## config.mk

```make
export PLATFORM = sky130hd
export DESIGN_NAME = regfile_gen
export DESIGN_NICKNAME = d
export VERILOG_FILES = /design/src/rtl/regfile_pkg.sv /design/src/rtl/regfile_status.sv /design/src/rtl/regfile_gen.sv
export SDC_FILE = /design/constraint.sdc
export NUM_CORES = 2
export LEC_CHECK = 0
export BUFFER_PORTS_ARGS = -buffer_cell sky130_fd_sc_hd__buf_2
export CAP_MARGIN = 40
export CELL_PAD_IN_SITES_DETAIL_PLACEMENT = 0
export CELL_PAD_IN_SITES_GLOBAL_PLACEMENT = 2
export CORE_MARGIN = 10
export CORE_UTILIZATION = 50
export CTS_BUF_LIST = sky130_fd_sc_hd__clkbuf_8
export DETAILED_ROUTE_END_ITERATION = 12
export HOLD_SLACK_MARGIN = 0.15
export PLACE_DENSITY = 0.95
export SETUP_SLACK_MARGIN = 0.2
export SYNTH_ARGS = -nofsm -noshare
export SYNTH_HDL_FRONTEND = slang
export SYNTH_SLANG_ARGS = --single-unit
```

## constraint.sdc

```tcl
create_clock -name clk -period 8.9 [get_ports clk]
set_clock_uncertainty 0.2 [all_clocks]
set_input_delay 0.445 -clock clk [delete_from_list [all_inputs] [get_ports clk]]
set_output_delay 0.445 -clock clk [all_outputs]
set_load 0.1 [all_outputs]
```

## src/rtl/regfile_pkg.sv

```systemverilog
// Shared constants and types for the generic register file: special index map,
// status bit positions and scrub FSM state encoding.
package regfile_pkg;

    localparam int unsigned IDX_ZERO   = 0;
    localparam int unsigned IDX_STATUS = 1;
    localparam int unsigned IDX_PC     = 2;
    localparam int unsigned IDX_EPC    = 3;
    localparam int unsigned IDX_GPR0   = 4;

    localparam int unsigned ST_KMODE = 0;
    localparam int unsigned ST_INTEN = 1;

    typedef enum logic {
        INIT = 1'b0,
        RUN  = 1'b1
    } fsm_state_t;

endpackage

```

## src/rtl/regfile_status.sv

```systemverilog
// STATUS / SSTAT / EPC registers with interrupt entry/return, kernel-mode write
// protection and the update priority between them.
module regfile_status
    import regfile_pkg::*;
#(
    parameter int unsigned XLEN = 32
) (
    input  logic            clk,
    input  logic            rst_n,
    input  logic [XLEN-1:0] i_pc,
    input  logic [XLEN-1:0] i_din,
    input  logic            i_we_status,
    input  logic            i_we_epc,
    input  logic            i_ir_tsf,
    input  logic            i_ir_ret,
    input  logic            i_ks,
    output logic [XLEN-1:0] o_status,
    output logic [XLEN-1:0] o_epc,
    output logic [XLEN-1:0] o_status_nxt_c,
    output logic            o_status_acc_c,
    output logic            o_epc_acc_c
);

    logic [XLEN-1:0] r_status;
    logic [XLEN-1:0] r_sstat;
    logic [XLEN-1:0] r_epc;
    logic [XLEN-1:0] w_status_nxt;
    logic            w_status_acc;
    logic            w_epc_acc;

    // Interrupt entry beats return beats software write; ks is applied last.
    always_comb begin
        w_status_nxt = r_status;
        w_status_acc = 1'b0;
        if (i_ir_tsf) begin
            w_status_nxt[ST_INTEN] = 1'b0;
            w_status_nxt[ST_KMODE] = 1'b1;
        end else if (i_ir_ret) begin
            w_status_nxt = r_sstat;
        end else if (i_we_status && r_status[ST_KMODE]) begin
            w_status_nxt = i_din;
            w_status_acc = 1'b1;
        end
        if (i_ks) begin
            w_status_nxt[ST_KMODE] = 1'b1;
        end
    end

    assign w_epc_acc = i_we_epc && !i_ir_tsf;

    always_ff @(posedge clk or negedge rst_n) begin
        if (!rst_n) begin
            r_status <= XLEN'(1);
            r_sstat  <= XLEN'(1);
            r_epc    <= '0;
        end else begin
            r_status <= w_status_nxt;
            if (i_ir_tsf) begin
                r_sstat <= r_status;
                r_epc   <= i_pc;
            end else if (w_epc_acc) begin
                r_epc <= i_din;
            end
        end
    end

    assign o_status       = r_status;
    assign o_epc          = r_epc;
    assign o_status_nxt_c = w_status_nxt;
    assign o_status_acc_c = w_status_acc;
    assign o_epc_acc_c    = w_epc_acc;

endmodule

```

## src/rtl/regfile_gen.sv

```systemverilog
// Generic register file: zero/PC/STATUS/EPC special indices, general registers
// cleared by a post-reset scrub, two combinational read ports with optional bypass.
module regfile_gen
    import regfile_pkg::*;
#(
    parameter int unsigned XLEN   = 32,
    parameter int unsigned NREGS  = 32,
    parameter bit          BYPASS = 1'b1,
    localparam int unsigned AW    = $clog2(NREGS)
) (
    input  logic            clk,
    input  logic            rst_n,
    input  logic [XLEN-1:0] din,
    input  logic            c_we,
    input  logic [AW-1:0]   csel,
    input  logic [AW-1:0]   asel,
    input  logic [AW-1:0]   bsel,
    output logic [XLEN-1:0] aout,
    output logic [XLEN-1:0] bout,
    input  logic [XLEN-1:0] pc,
    input  logic            ir_tsf,
    input  logic            ir_ret,
    input  logic            ks,
    output logic [XLEN-1:0] ir,
    output logic            int_en,
    output logic            kmode,
    output logic            busy
);

    fsm_state_t      r_state;
    logic [AW-1:0]   r_scrub;
    logic            r_busy;
    logic [XLEN-1:0] r_mem [IDX_GPR0:NREGS-1];

    logic            w_run;
    logic            w_we_status;
    logic            w_we_epc;
    logic            w_gpr_acc;
    logic [XLEN-1:0] w_status;
    logic [XLEN-1:0] w_epc;
    logic [XLEN-1:0] w_status_nxt;
    logic            w_status_acc;
    logic            w_epc_acc;

    assign w_run       = (r_state == RUN);
    assign w_we_status = c_we && w_run && (csel == AW'(IDX_STATUS));
    assign w_we_epc    = c_we && w_run && (csel == AW'(IDX_EPC));
    assign w_gpr_acc   = c_we && w_run && (csel >= AW'(IDX_GPR0));

    regfile_status #(.XLEN(XLEN)) u_status (
        .clk            (clk),
        .rst_n          (rst_n),
        .i_pc           (pc),
        .i_din          (din),
        .i_we_status    (w_we_status),
        .i_we_epc       (w_we_epc),
        .i_ir_tsf       (ir_tsf),
        .i_ir_ret       (ir_ret),
        .i_ks           (ks),
        .o_status       (w_status),
        .o_epc          (w_epc),
        .o_status_nxt_c (w_status_nxt),
        .o_status_acc_c (w_status_acc),
        .o_epc_acc_c    (w_epc_acc)
    );

    // Scrub FSM: one general register cleared per cycle, then RUN until reset.
    always_ff @(posedge clk or negedge rst_n) begin
        if (!rst_n) begin
            r_state <= INIT;
            r_scrub <= AW'(IDX_GPR0);
            r_busy  <= 1'b1;
        end else if (r_state == INIT) begin
            if (r_scrub == AW'(NREGS - 1)) begin
                r_state <= RUN;
                r_busy  <= 1'b0;
            end else begin
                r_scrub <= r_scrub + AW'(1);
            end
        end
    end

    always_ff @(posedge clk) begin
        if (!w_run) begin
            r_mem[r_scrub] <= '0;
        end else if (w_gpr_acc) begin
            r_mem[csel] <= din;
        end
    end

    function automatic logic [XLEN-1:0] rd_port(input logic [AW-1:0] sel);
        logic [XLEN-1:0] v;
        v = '0;
        if (sel == AW'(IDX_ZERO)) begin
            v = '0;
        end else if (sel == AW'(IDX_STATUS)) begin
            v = (BYPASS && w_status_acc) ? w_status_nxt : w_status;
        end else if (sel == AW'(IDX_PC)) begin
            v = pc;
        end else if (sel == AW'(IDX_EPC)) begin
            v = (BYPASS && w_epc_acc) ? din : w_epc;
        end else if (!w_run) begin
            v = '0;
        end else if (BYPASS && w_gpr_acc && (csel == sel)) begin
            v = din;
        end else begin
            v = r_mem[sel];
        end
        return v;
    endfunction

    always_comb begin
        aout = rd_port(asel);
        bout = rd_port(bsel);
    end

    assign ir     = w_epc;
    assign int_en = w_status[ST_INTEN];
    assign kmode  = w_status[ST_KMODE];
    assign busy   = r_busy;

endmodule

```

==> impl_metrics.tcl <==
set metrics [dict create \
    ys_ff_latch 999 \
    min_to "u_status.o_status[2]" \
    ff_latch_area_um2 29490 \
    worst_r2r_endpoint "r_mem[9][21]" \
    first_global_vias 35030 \
    via_count 35700 \
    gp_congestion 0.8754 \
    postCtsSetupBuffers 0 \
    p_sw_uw 3225 \
    clkPwrFrac_pct 34.2 \
    power_density_nw_per_um2 190.6 \
    viasPerCell 6.792 \
    drv_cap 0 \
    die_area_um2 113300 \
    ys_warn_count 0 \
    comb_power_share_pct 16.5 \
    r2r-start "r_state" \
    ys.flop_type "edfxtp_1" \
    clk_latency_ps 840 \
    hold_violations 0 \
    nNetsFinal 3917 \
    route.detailed.drc 0 \
    syn_inst 3525 \
    reg2reg_slack_ps 5530 \
    final_min_period_over_clock_period_pct 65.61 \
    cts_buffers 163 \
    seq_area_frac_synth_pct 58.86 \
    drive_gt1_share_pct 24.97 \
    hold_path_startpoint "din[2]" \
    hold_path_class "in2reg" \
    syn_to_final_growth_pct 13.76 \
    irDropWorstVdd_mv 0.1576 \
    critical_path_required_ps 8260 \
    worst_pin_slew_ps 1058 \
    relSlewSlack_pct 29.45 \
    grt_setup_unrepaired "no" \
    drtAntennaViolNets 0 \
    fillers 7794 \
    avgRoutedWirePerCell_um 31.91 \
    grt_usage_pct 28.97 \
    setup_tns_ps 0 \
    multi_input_area_um2 19370 \
    final_common_cell "edfxtp_1" \
    ctsResizeCount 0 \
    p_sw_share_pct 29.69 \
    crit_path_start_kind "flop" \
    first_pass_iters 10 \
    cp_max_fo 37 \
    syn_nets 3612 \
    fmax_mhz 171.3 \
    period_minus_slack_ps 5839 \
    cts_tree "yes" \
    cp.arrival_ps 5190 \
    detail_route.wirelength_um 167700 \
    slew_viol_final 0 \
    overflow 0 \
    dpl.hpwl_um 97630 \
    core_area_um2 99710 \
    synth_cell_types 68 \
    drt_iter0_drc 5331 \
    reg2regPathDepth 7 \
    port_buffers 183 \
    die_h_um 336.5 \
    post-place-ws_ps 3732 \
    async_flop_share_pct 10.31 \
    holdPathStages 4 \
    seq_power_share_pct 49.3 \
    layout_common_cells "edfxtp_1 (896), mux2i_1 (450), nand2_1 (294)" \
    grt_pass1_wl_um 241000 \
    postCtsHoldBufs 111 \
    ios 184 \
    setup.worst_path.end_class "output pin" \
    p_leak_uw 0.02190 \
    p_int_uw 7639 \
    antenna_found_initial 13 \
    clock_path_buffers 3 \
    clkTransAtPathRegs_ps 60 \
    grt_max_degree 116 \
    outcome "completed" \
    crit_type "reg2out" \
    h-tree-depth 4 \
    fp.dieW_um 336.5 \
    syn_area_per_cell_um2 14.21 \
    initial_utilization_pct 50.24 \
    finalWorstSetupSlack_ps 3061 \
    setup_viol 0 \
    synth_area_um2 50100 \
    synth_edf_count 896 \
    cts_root_buf "clkbuf_8" \
    row_count 116 \
    cts.sinks 999 \
]
==> final cells by class <==
class	count	share of cell area, %
clock inverter	126	1.166
sequential	999	51.75
clock buffer	165	3.985
multi-input combinational	2229	33.98
timing repair buffer	434	6.242
tap	1298	2.850
antenna	2	0.008782
inverter	3	0.01976
==> metal layers <==
metal / share of wire [%] / vias up / global-route usage (%)
li1: - / 14680 / -
met1: 38 / 17860 / 38.59
met2: 45 / 2699 / 44.05
met3: 14 / 453 / 9.311
met4: 3.6 / 12 / 11.07
met5: 0.048 / - / 0
==> power by group through the flow <==
stage               sequential [µW]  clock (µW)  combinational, µW
floorplan                      5540           0               1070
global placement               5450           0               1640
detailed placement             5450           0               1690
CTS                            5350        3740               1750
global route                   5370        3970               1870
finish                         5350        3720               1790
==> cell families (layout without fill, tap and decap cells) <==
| group | Yosys count | count (layout) | synth area share [%] |
|---|---|---|---|
| mux | 838 | 838 | 21.85 |
| fa+ha+maj | 2 | 2 | 0.04994 |
| simple gates | 562 | 562 | 5.130 |
| other cells | 0 | 2 | 0 |
| flops | 999 | 999 | 58.86 |
| compound gates | 813 | 813 | 10.77 |
| xor+xnor | 14 | 14 | 0.2448 |
| buf+inv | 297 | 728 | 3.095 |
==> stage by stage <==
step           power [µW]  area, µm²  util (%)  cells  hold slack (ps)
5_1_grt             11210      56980     57.15   5255            290.2
4_1_cts             10850      56910     57.07   5246            212.3
3_5_place_dp         7136      52850     53.00   4844            217.7
2_1_floorplan        6609      50100         -   3525           -50.59
6_report            10860      56990     57.15   5256            254.1
3_3_place_gp         7087      52170     52.32   4802            213.0
==> Yosys cell counts (39+ instances only) <==
cell / count / area (µm²)
a22oi_1: 84 / 630.6
nand2_1: 294 / 1104
o2111ai_1: 45 / 394.1
a21oi_1: 202 / 1011
mux4_2: 180 / 4054
dfrtp_1: 99 / 2477
a31oi_1: 60 / 375.4
mux2_2: 196 / 2207
o21ai_0: 176 / 880.8
mux2i_1: 450 / 4504
nor2_1: 83 / 311.6
edfxtp_1: 896 / 26910
buf_2: 92 / 460.4
nand3_1: 77 / 385.4
clkbuf_1: 117 / 439.2
and2_1: 39 / 244.0
buf_4: 42 / 315.3
==> state kept, by name, indices dropped and copies added, names as in the netlist <==
name / cells
u_status.o_status: 32
busy: 1
r_state: 1
r_mem: 896
r_scrub: 5
u_status.r_sstat: 32
u_status.o_epc: 32
==> critical path, cell delays in order, from the launching register on <==
cell,delay (ps)
dfrtp_1,530
nand2_2,190
nor2_2,110
buf_4,480
nand4_4,780
buf_4,650
o2111ai_1,460
o21ai_0,380
a21oi_1,250
buf_2,460
==> worst max-delay path by stage <==
stage / startpoint / to
3_3_place_gp: asel[1] / aout[28]
4_1_cts: r_state / aout[5]
2_1_floorplan: u_status.o_status[0] / bout[11]
3_5_place_dp: bsel[0] / bout[6]
5_1_grt: r_state / aout[5]
6_report: r_state / aout[5]
(Power assumes the default switching activity.)
